## src/rtl/dmac_arb_pkg.sv

```systemverilog
// Shared types and constants for the DMAC packet-aware request arbiter.
package dmac_arb_pkg;

    typedef enum logic {
        S_IDLE = 1'b0,
        S_BUSY = 1'b1
    } state_t;

    localparam logic LOCK_RST = 1'b0;

    function automatic int id_width(input int n);
        return (n <= 2) ? 1 : $clog2(n);
    endfunction

    // Reset value of last_id: the highest index, so the search begins at master 0.
    function automatic int last_id_rst(input int n);
        return n - 1;
    endfunction

endpackage

```

## src/rtl/dmac_rr_picker.sv

```systemverilog
// Combinational rotate-priority encoder: first set request at or after start wins.
module dmac_rr_picker
    import dmac_arb_pkg::*;
#(
    parameter int N_MASTER = 4,
    parameter int ID_W     = id_width(N_MASTER)
) (
    input  logic [N_MASTER-1:0] req,
    input  logic [ID_W-1:0]     start,
    output logic                gnt_valid,
    output logic [ID_W-1:0]     gnt_idx
);

    function automatic logic [ID_W-1:0] rot(input logic [ID_W-1:0] s, input int k);
        int sum;
        sum = int'(s) + k;
        if (sum >= N_MASTER) sum = sum - N_MASTER;
        return ID_W'(sum);
    endfunction

    // Scan from the farthest offset down so the nearest requester is written last.
    always_comb begin
        gnt_valid = 1'b0;
        gnt_idx   = '0;
        for (int k = N_MASTER - 1; k >= 0; k--) begin
            if (req[rot(start, k)]) begin
                gnt_valid = 1'b1;
                gnt_idx   = rot(start, k);
            end
        end
    end

endmodule

```

## src/rtl/dmac_rr_arbiter.sv

```systemverilog
// Packet-aware N-to-1 arbiter with a single registered output stage.
// DMAC_ARB_RR_EN selects round-robin; without it master 0 has fixed highest priority.
//
// state  | meaning
// S_IDLE | output register empty
// S_BUSY | output register holds a beat
module dmac_rr_arbiter
    import dmac_arb_pkg::*;
#(
    parameter int N_MASTER  = 4,
    parameter int DATA_SIZE = 32,
    parameter int ID_W      = id_width(N_MASTER)
) (
    input  logic                 clk,
    input  logic                 rst_n,
    input  logic                 src_valid_i [N_MASTER],
    output logic                 src_ready_o [N_MASTER],
    input  logic [DATA_SIZE-1:0] src_data_i  [N_MASTER],
    input  logic                 src_last_i  [N_MASTER],
    output logic                 dst_valid_o,
    input  logic                 dst_ready_i,
    output logic [DATA_SIZE-1:0] dst_data_o,
    output logic                 dst_last_o,
    output logic [ID_W-1:0]      dst_id_o
);

    state_t              state_q;
    state_t              state_d;
    logic                lock_q;
    logic [ID_W-1:0]     lock_id_q;
    logic [N_MASTER-1:0] req;
    logic [ID_W-1:0]     start;
    logic                gnt_valid;
    logic [ID_W-1:0]     gnt_idx;
    logic                slot_open;
    logic                accept;

    // While a packet is open only its owner may compete.
    always_comb begin
        req = '0;
        for (int i = 0; i < N_MASTER; i++) begin
            req[i] = src_valid_i[i] && (!lock_q || (lock_id_q == ID_W'(i)));
        end
    end

`ifdef DMAC_ARB_RR_EN
    logic [ID_W-1:0] last_id_q;

    always_comb begin
        start = (int'(last_id_q) == N_MASTER - 1) ? '0 : last_id_q + ID_W'(1);
    end

    always_ff @(posedge clk or negedge rst_n) begin
        if (!rst_n) begin
            last_id_q <= ID_W'(last_id_rst(N_MASTER));
        end else if (accept) begin
            last_id_q <= gnt_idx;
        end
    end
`else
    assign start = '0;
`endif

    dmac_rr_picker #(
        .N_MASTER (N_MASTER),
        .ID_W     (ID_W)
    ) u_picker (
        .req       (req),
        .start     (start),
        .gnt_valid (gnt_valid),
        .gnt_idx   (gnt_idx)
    );

    assign slot_open = (state_q == S_IDLE) || dst_ready_i;
    assign accept    = rst_n && slot_open && gnt_valid;

    always_ff @(posedge clk or negedge rst_n) begin
        if (!rst_n) begin
            state_q <= S_IDLE;
        end else begin
            state_q <= state_d;
        end
    end

    always_comb begin
        state_d = state_q;
        for (int i = 0; i < N_MASTER; i++) begin
            src_ready_o[i] = 1'b0;
        end
        case (state_q)
            S_IDLE:  if (accept) state_d = S_BUSY;
            S_BUSY:  if (dst_ready_i && !accept) state_d = S_IDLE;
            default: state_d = S_IDLE;
        endcase
        for (int i = 0; i < N_MASTER; i++) begin
            src_ready_o[i] = accept && (gnt_idx == ID_W'(i));
        end
    end

    assign dst_valid_o = (state_q == S_BUSY);

    // Payload is only loaded on accept, so it holds through stalls and after drain.
    always_ff @(posedge clk or negedge rst_n) begin
        if (!rst_n) begin
            dst_data_o <= '0;
            dst_last_o <= 1'b0;
            dst_id_o   <= '0;
            lock_q     <= LOCK_RST;
            lock_id_q  <= '0;
        end else if (accept) begin
            dst_data_o <= src_data_i[gnt_idx];
            dst_last_o <= src_last_i[gnt_idx];
            dst_id_o   <= gnt_idx;
            lock_q     <= !src_last_i[gnt_idx];
            if (!src_last_i[gnt_idx]) begin
                lock_id_q <= gnt_idx;
            end
        end
    end

endmodule

```

## config.mk

```make
export PLATFORM = sky130hd
export DESIGN_NAME = dmac_rr_arbiter
export DESIGN_NICKNAME = d
export VERILOG_FILES = /design/src/rtl/dmac_arb_pkg.sv /design/src/rtl/dmac_rr_picker.sv /design/src/rtl/dmac_rr_arbiter.sv
export SDC_FILE = /design/constraint.sdc
export NUM_CORES = 1
export LEC_CHECK = 0
export BUFFER_PORTS_ARGS = -buffer_cell sky130_fd_sc_hd__buf_2
export CORE_ASPECT_RATIO = 0.6
export CORE_MARGIN = 10
export CORE_UTILIZATION = 38
export CTS_CLUSTER_SIZE = 10
export DETAILED_ROUTE_END_ITERATION = 6
export HOLD_SLACK_MARGIN = 0.03
export MAX_ROUTING_LAYER = met4
export PLACE_DENSITY = 0.87
export REMOVE_ABC_BUFFERS = 1
export SYNTH_ARGS = -nofsm -noshare
export SYNTH_HDL_FRONTEND = slang
export SYNTH_HIERARCHICAL = 1
export SYNTH_SLANG_ARGS = --single-unit
```

## constraint.sdc

```tcl
create_clock -name clk -period 2.3 [get_ports clk]
set_clock_uncertainty 0.15 [all_clocks]
set_input_delay 0.115 -clock clk [delete_from_list [all_inputs] [get_ports clk]]
set_output_delay 0.115 -clock clk [all_outputs]
set_load 0.01 [all_outputs]
```

======== Word level (Yosys, flattened, before mapping) ========
Cells that the tools add are included.
operators by class
  equal/unequal tests ..................... 6
  multiplexer cells ....................... 17
  order comparisons ....................... 1
  reductions and logical operators ........ 22
  bitwise operators ....................... 3
operators by type and width
  kind                                                       number
  binary-select mux 32 bit (select 2 bit)                    1
  2-to-1 mux 32 bit                                          2
  logical AND 1 bit                                          11
  equality test 2 bit (second input constant)                4
  2-to-1 mux 1 bit                                           8
  2-to-1 mux 2 bit                                           4
  logical OR 1 bit                                           5
  equality test 2 x 1 -> 1 bit (second input constant)       2
  logical NOT 2 bit                                          2
  greater-or-equal comparator 3 bit (second input constant)  1
  logical NOT 1 bit                                          3
  inverter 2 -> 3 bit                                        1
  binary-select mux 1 bit (select 2 bit)                     1
  inverter 1 bit                                             2
  case mux 1 bit (2 select lines)                            1
  AND reduction 2 bit                                        1
storage, ports and cells
  register bits ........................... 39
  word-level logic and storage cells ...... 55
  input bits .............................. 139
  output and inout port bits .............. 40

======== Depth between registers and ports, before layout ========
  depth in word-level cells ............... 13
  gate-level depth with buffers ........... 11
  gate-level depth less buffers ........... 9

======== Modules after synthesis ========
Netlist, hierarchy kept.
by module, submodules not included
  module           times used  seq. area each (µm²)  area each (µm²)  cells an instance
  dmac_rr_arbiter  1           975.9                 2532.4           153
  dmac_rr_picker   1           0.0                   77.6             13

======== Worst setup path after synthesis ========
No wires, ideal clock.
  path kind ............................... register to register
  start ................................... register lock_id_q[1]
  end ..................................... register dst_data_o[0]
  slack ................................... -0.048 ns
  setup time .............................. 0.125 ns
  required time ........................... 2.025 ns
  path buffers ............................ 2
  period minus slack after synthesis ...... 2.348 ns
  arrival time ............................ 2.073 ns
  stages on the path, launching flop included .. 11
  path through ............................ dfrtp_1 inv_1 o21ai_0 and2_1 nand2b_1 a21oi_1 a211oi_2 buf_6 buf_6 mux4_2 mux2_4
on the way
  elaborated cells on any way between the ends .. 25
  classes of those cells .................. eq/ne: 3; mux: 11; bitwise: 1; reduce/logical: 10
RTL lines
  what                                                  RTL line                source
  start, declared                                       dmac_rr_arbiter.sv:30   logic [ID_W-1:0] lock_id_q;
  start signal, assigned                                dmac_rr_arbiter.sv:116  lock_id_q <= gnt_idx;
  equality test 2 bit                                   dmac_rr_arbiter.sv:42   req[i] = src_valid_i[i] && (!lock_q || (lock_id_q == ID_W'(i)));
  logical OR 1 bit                                      dmac_rr_arbiter.sv:42
  logical AND 1 bit                                     dmac_rr_arbiter.sv:42
  net req[2]                                            dmac_rr_arbiter.sv:31   logic [N_MASTER-1:0] req;
  2-to-1 mux 2 bit (3 in a row)                         dmac_rr_picker.sv:26    if (req[rot(start, k)]) begin
  net gnt_idx[0]                                        dmac_rr_arbiter.sv:34   logic [ID_W-1:0] gnt_idx;
  inverter 2 -> 3 bit (not written as such)             dmac_rr_arbiter.sv:111  dst_data_o <= src_data_i[gnt_idx];
  binary-select mux 32 bit (select 2 bit)               dmac_rr_arbiter.sv:111
  2-to-1 mux 32 bit (not written as such) (2 in a row)  dmac_rr_arbiter.sv:111
  end signal, assigned                                  dmac_rr_arbiter.sv:111
  end, declared                                         dmac_rr_arbiter.sv:22   output logic [DATA_SIZE-1:0] dst_data_o,
The timed path passes the listed nets, and every way through them passes these cells. The select of a mux whose other input is x is not followed.
A chain may end at the register's enable or synchronous reset.

======== Worst setup path in the final report ========
  start ................................... register lock_id_q[1]
  end ..................................... register dst_data_o[7]
Same word-level chain as after synthesis.

==> impl_metrics.env <==
export IMPL_outcome="finished, violations left"
export IMPL_failed_checks="negative setup slack"
export IMPL_crit_required_ps=2310
export IMPL_finalSetupViolCount=40
export IMPL_slew_headroom=0.660
export IMPL_cp_max_fo=7
export IMPL_p_int_mw=3.82
export IMPL_num_vias=2431
export IMPL_tritoncts="yes"
export IMPL_firstDrtPassIters=4
export IMPL_switching_share=0.336
export IMPL_post_route_period_util=1.06
export IMPL_io_pins=179
export IMPL_fin_ws_ps=-141
export IMPL_rsz0062_at_grt="true"
export IMPL_synth_area_leaders="dfrtp_1 37%, mux4_2 26%, mux2_4 17%"
export IMPL_worstReg2RegStart="lock_id_q[1]"
export IMPL_whs_endpoint="lock_id_q[0]"
export IMPL_synth_top_area_cell="dfrtp_1"
export IMPL_endpoint_kind="flop"
export IMPL_cap_violations=0
export IMPL_ir_worst_vdd_uv=575
export IMPL_ant_nets=0
export IMPL_startpoint_type="flop"
export IMPL_cts_sinks=39
export IMPL_drtIter0Drc=93
export IMPL_worst_pin_slew_ps=509
export IMPL_rrSetupSlack_ps=-140
export IMPL_crit_arrival_ps=2450
export IMPL_fillers=487
export IMPL_clkPwrFrac=0.126
export IMPL_synth_xor_area_share=0
export IMPL_grt_pass1_wl_mm=15.5
export IMPL_yosysWarnings=6
export IMPL_holdWs_ps=50.2
export IMPL_die_w_um=127
export IMPL_gr_total_overflow=0
export IMPL_cts_root_buf="clkbuf_16"
export IMPL_syn2layout_area_growth_pct=70.2
export IMPL_clk_latency_ps=270
export IMPL_num_antenna_cells=0
export IMPL_synth_top_family_by_area="multiplexers"
export IMPL_min_path_type="input port to flop"
export IMPL_finish_utilization=0.665
export IMPL_crit_type="flop to flop"
export IMPL_antenna_found_initial=0
export IMPL_htree_num_levels=2
export IMPL_grt_max_degree=40
export IMPL_place_area_um2=3750
export IMPL_worst_r2r_path_depth=11
export IMPL_synth_fa_ha_area_frac=0
export IMPL_yosys_register_bits=39
export IMPL_yosysUniqueCellTypes=32
export IMPL_coreArea_um2=6680
export IMPL_synth_top_area_frac=0.374
export IMPL_leakage_nw=2.19
export IMPL_stdcell_area_um2=4440
export IMPL_wl_per_cell_um=21.0
export IMPL_slew_viol_final=0
export IMPL_cts_buffers_inserted=5
export IMPL_drive_gt1_frac=0.817
export IMPL_fin_crit_ps=2440
export IMPL_wl_mm=10.1
export IMPL_dieArea_um2=10700
export IMPL_syn_inst=166
export IMPL_ys_seq_area_frac=0.374
export IMPL_finalHoldViolCount=0
export IMPL_rows=23
export IMPL_multi_input_area_um2=1690
export IMPL_synthMuxAreaShare=0.500
export IMPL_syn_area_per_cell_um2=15.7
export IMPL_r2r_end="dst_data_o[7]"
export IMPL_initial_core_util=0.391
export IMPL_switchingPower_mw=1.94
export IMPL_first_global_vias=2843
export IMPL_clockBufferDepth=2
export IMPL_dp_hpwl_mm=7.40
export IMPL_hold_depth=4
export IMPL_io_buffers=178
export IMPL_grtUsageTotal=0.186
export IMPL_synth_area_um2=2610
export IMPL_hold_start="src_last_i[2]"
export IMPL_gp_routability_congestion=0.862
export IMPL_synth_compound_area_frac=0.0331
export IMPL_clock_fmax_mhz=410
export IMPL_die_height_um=84.2
export IMPL_seq_power_share=0.217
export IMPL_comb_power_share=0.657
export IMPL_path_clk_slew_ps=60
export IMPL_routed_via_density=5.06
export IMPL_final_nets=531
export IMPL_drc_errors=0
export IMPL_power_density_nw_per_um2=1300
export IMPL_register_area_um2=976
export IMPL_synth_simple_gate_area_frac=0.0532
-- worst max-delay path, cell delays in order (launching register included) --
cell	delay, ps
dfrtp_1	410
inv_2	90
o21ai_1	60
and2_4	150
nand2b_4	60
a21oi_2	60
a211oi_4	160
buf_6	150
buf_6	120
buf_12	130
mux4_2	500
mux2_4	270
-- layout make-up --
type,count,area share
clock buffer,8,0.0352
inverter,2,0.00169
multi-input combinational,120,0.379
sequential,39,0.220
tap,87,0.0245
timing repair buffer,224,0.340
-- cells in the mapped netlist --
cell	number
a2111oi_0	1
a211oi_1	1
a211oi_2	1
a21boi_0	1
a21oi_1	2
and2_1	2
and2b_1	1
and3_1	1
buf_2	3
buf_4	3
buf_6	4
clkbuf_1	3
conb_1	1
dfrtp_1	39
inv_1	2
mux2_2	8
mux2_4	29
mux2i_1	5
mux4_1	2
mux4_2	30
nand2_1	6
nand2b_1	3
nand3_1	1
nor2_1	4
nor2_4	1
nor2b_1	2
nor3_1	1
nor3b_1	3
o21ai_0	3
o2bb2ai_1	1
o31ai_1	1
o41ai_1	1
-- timing repair --
action,4_1_cts,5_1_grt
endpoints found under the setup margin,40,41
pin swaps,8,6
cloned,6,1
setup buffers,17,6
hold endpoints to repair,41,0
gates resized for setup,36,23
hold buffers,3,0
-- logic make-up after synthesis --
| group | count (synthesis) |
|---|---|
| compound gates | 12 |
| buf+inv | 15 |
| flops | 39 |
| mux | 74 |
| other cells | 1 |
| simple gates | 25 |
-- power by group through the flow --
stage	Sequential (mW)	Clock, mW	Combinational, mW
after floorplan	1.38	0	1.69
after global placement	1.22	0	2.81
after detailed placement	1.24	0	2.90
after CTS	1.25	0.741	3.74
after global routing	1.29	0.782	4.03
final	1.25	0.726	3.78
-- placed cells by master (no fill, tap or decap), types with 4 or more instances in the layout --
cell type / n
buf_2: 177
dfrtp_1: 39
mux2_4: 34
mux4_2: 32
buf_4: 17
buf_6: 12
buf_12: 9
conb_1: 9
clkbuf_16: 6
nor2_4: 4
nand2_1: 4
buf_16: 4
-- state kept, by name (all words and copies together) (netlist names) --
register / count
lock_q: 1
dst_id_o: 2
dst_data_o: 32
dst_valid_o: 1
lock_id_q: 2
dst_last_o: 1
-- stage by stage --
step | setup slack, ps | total power, mW | cells | TNS [ps]
after CTS | -254 | 5.73 | 477 | -7540
after global routing | -256 | 6.10 | 480 | -7190
after floorplan | -2320 | 3.07 | 161 | -89890
final | -141 | 5.76 | 480 | -4000
after detailed placement | -279 | 4.14 | 443 | -7060
after global placement | -189 | 4.04 | 443 | -4380
-- how the worst max path moves through the flow --
stage,startpoint,to,slack [ps],cells after the start
6_report,lock_id_q[1],dst_data_o[7],-140,11
5_1_grt,lock_id_q[1],lock_id_q[1],-260,12
3_3_place_gp,lock_id_q[1],dst_data_o[28],-190,9
2_1_floorplan,lock_id_q[1],dst_data_o[28],-2320,8
3_5_place_dp,lock_id_q[1],dst_data_o[29],-280,9
4_1_cts,lock_id_q[1],dst_data_o[27],-250,12
-- metal layers --
metal  wire, um  global-route usage  up-vias  part of all wire
li1           -                   -     1103                 -
met1       4300               0.228     1183              0.43
met2       4910               0.306      139              0.49
met3        811              0.0552        6             0.081
met4         52              0.0196        0            0.0052
met5          0                   -        -                 0
No activity file was read; power rests on OpenSTA's default activity.
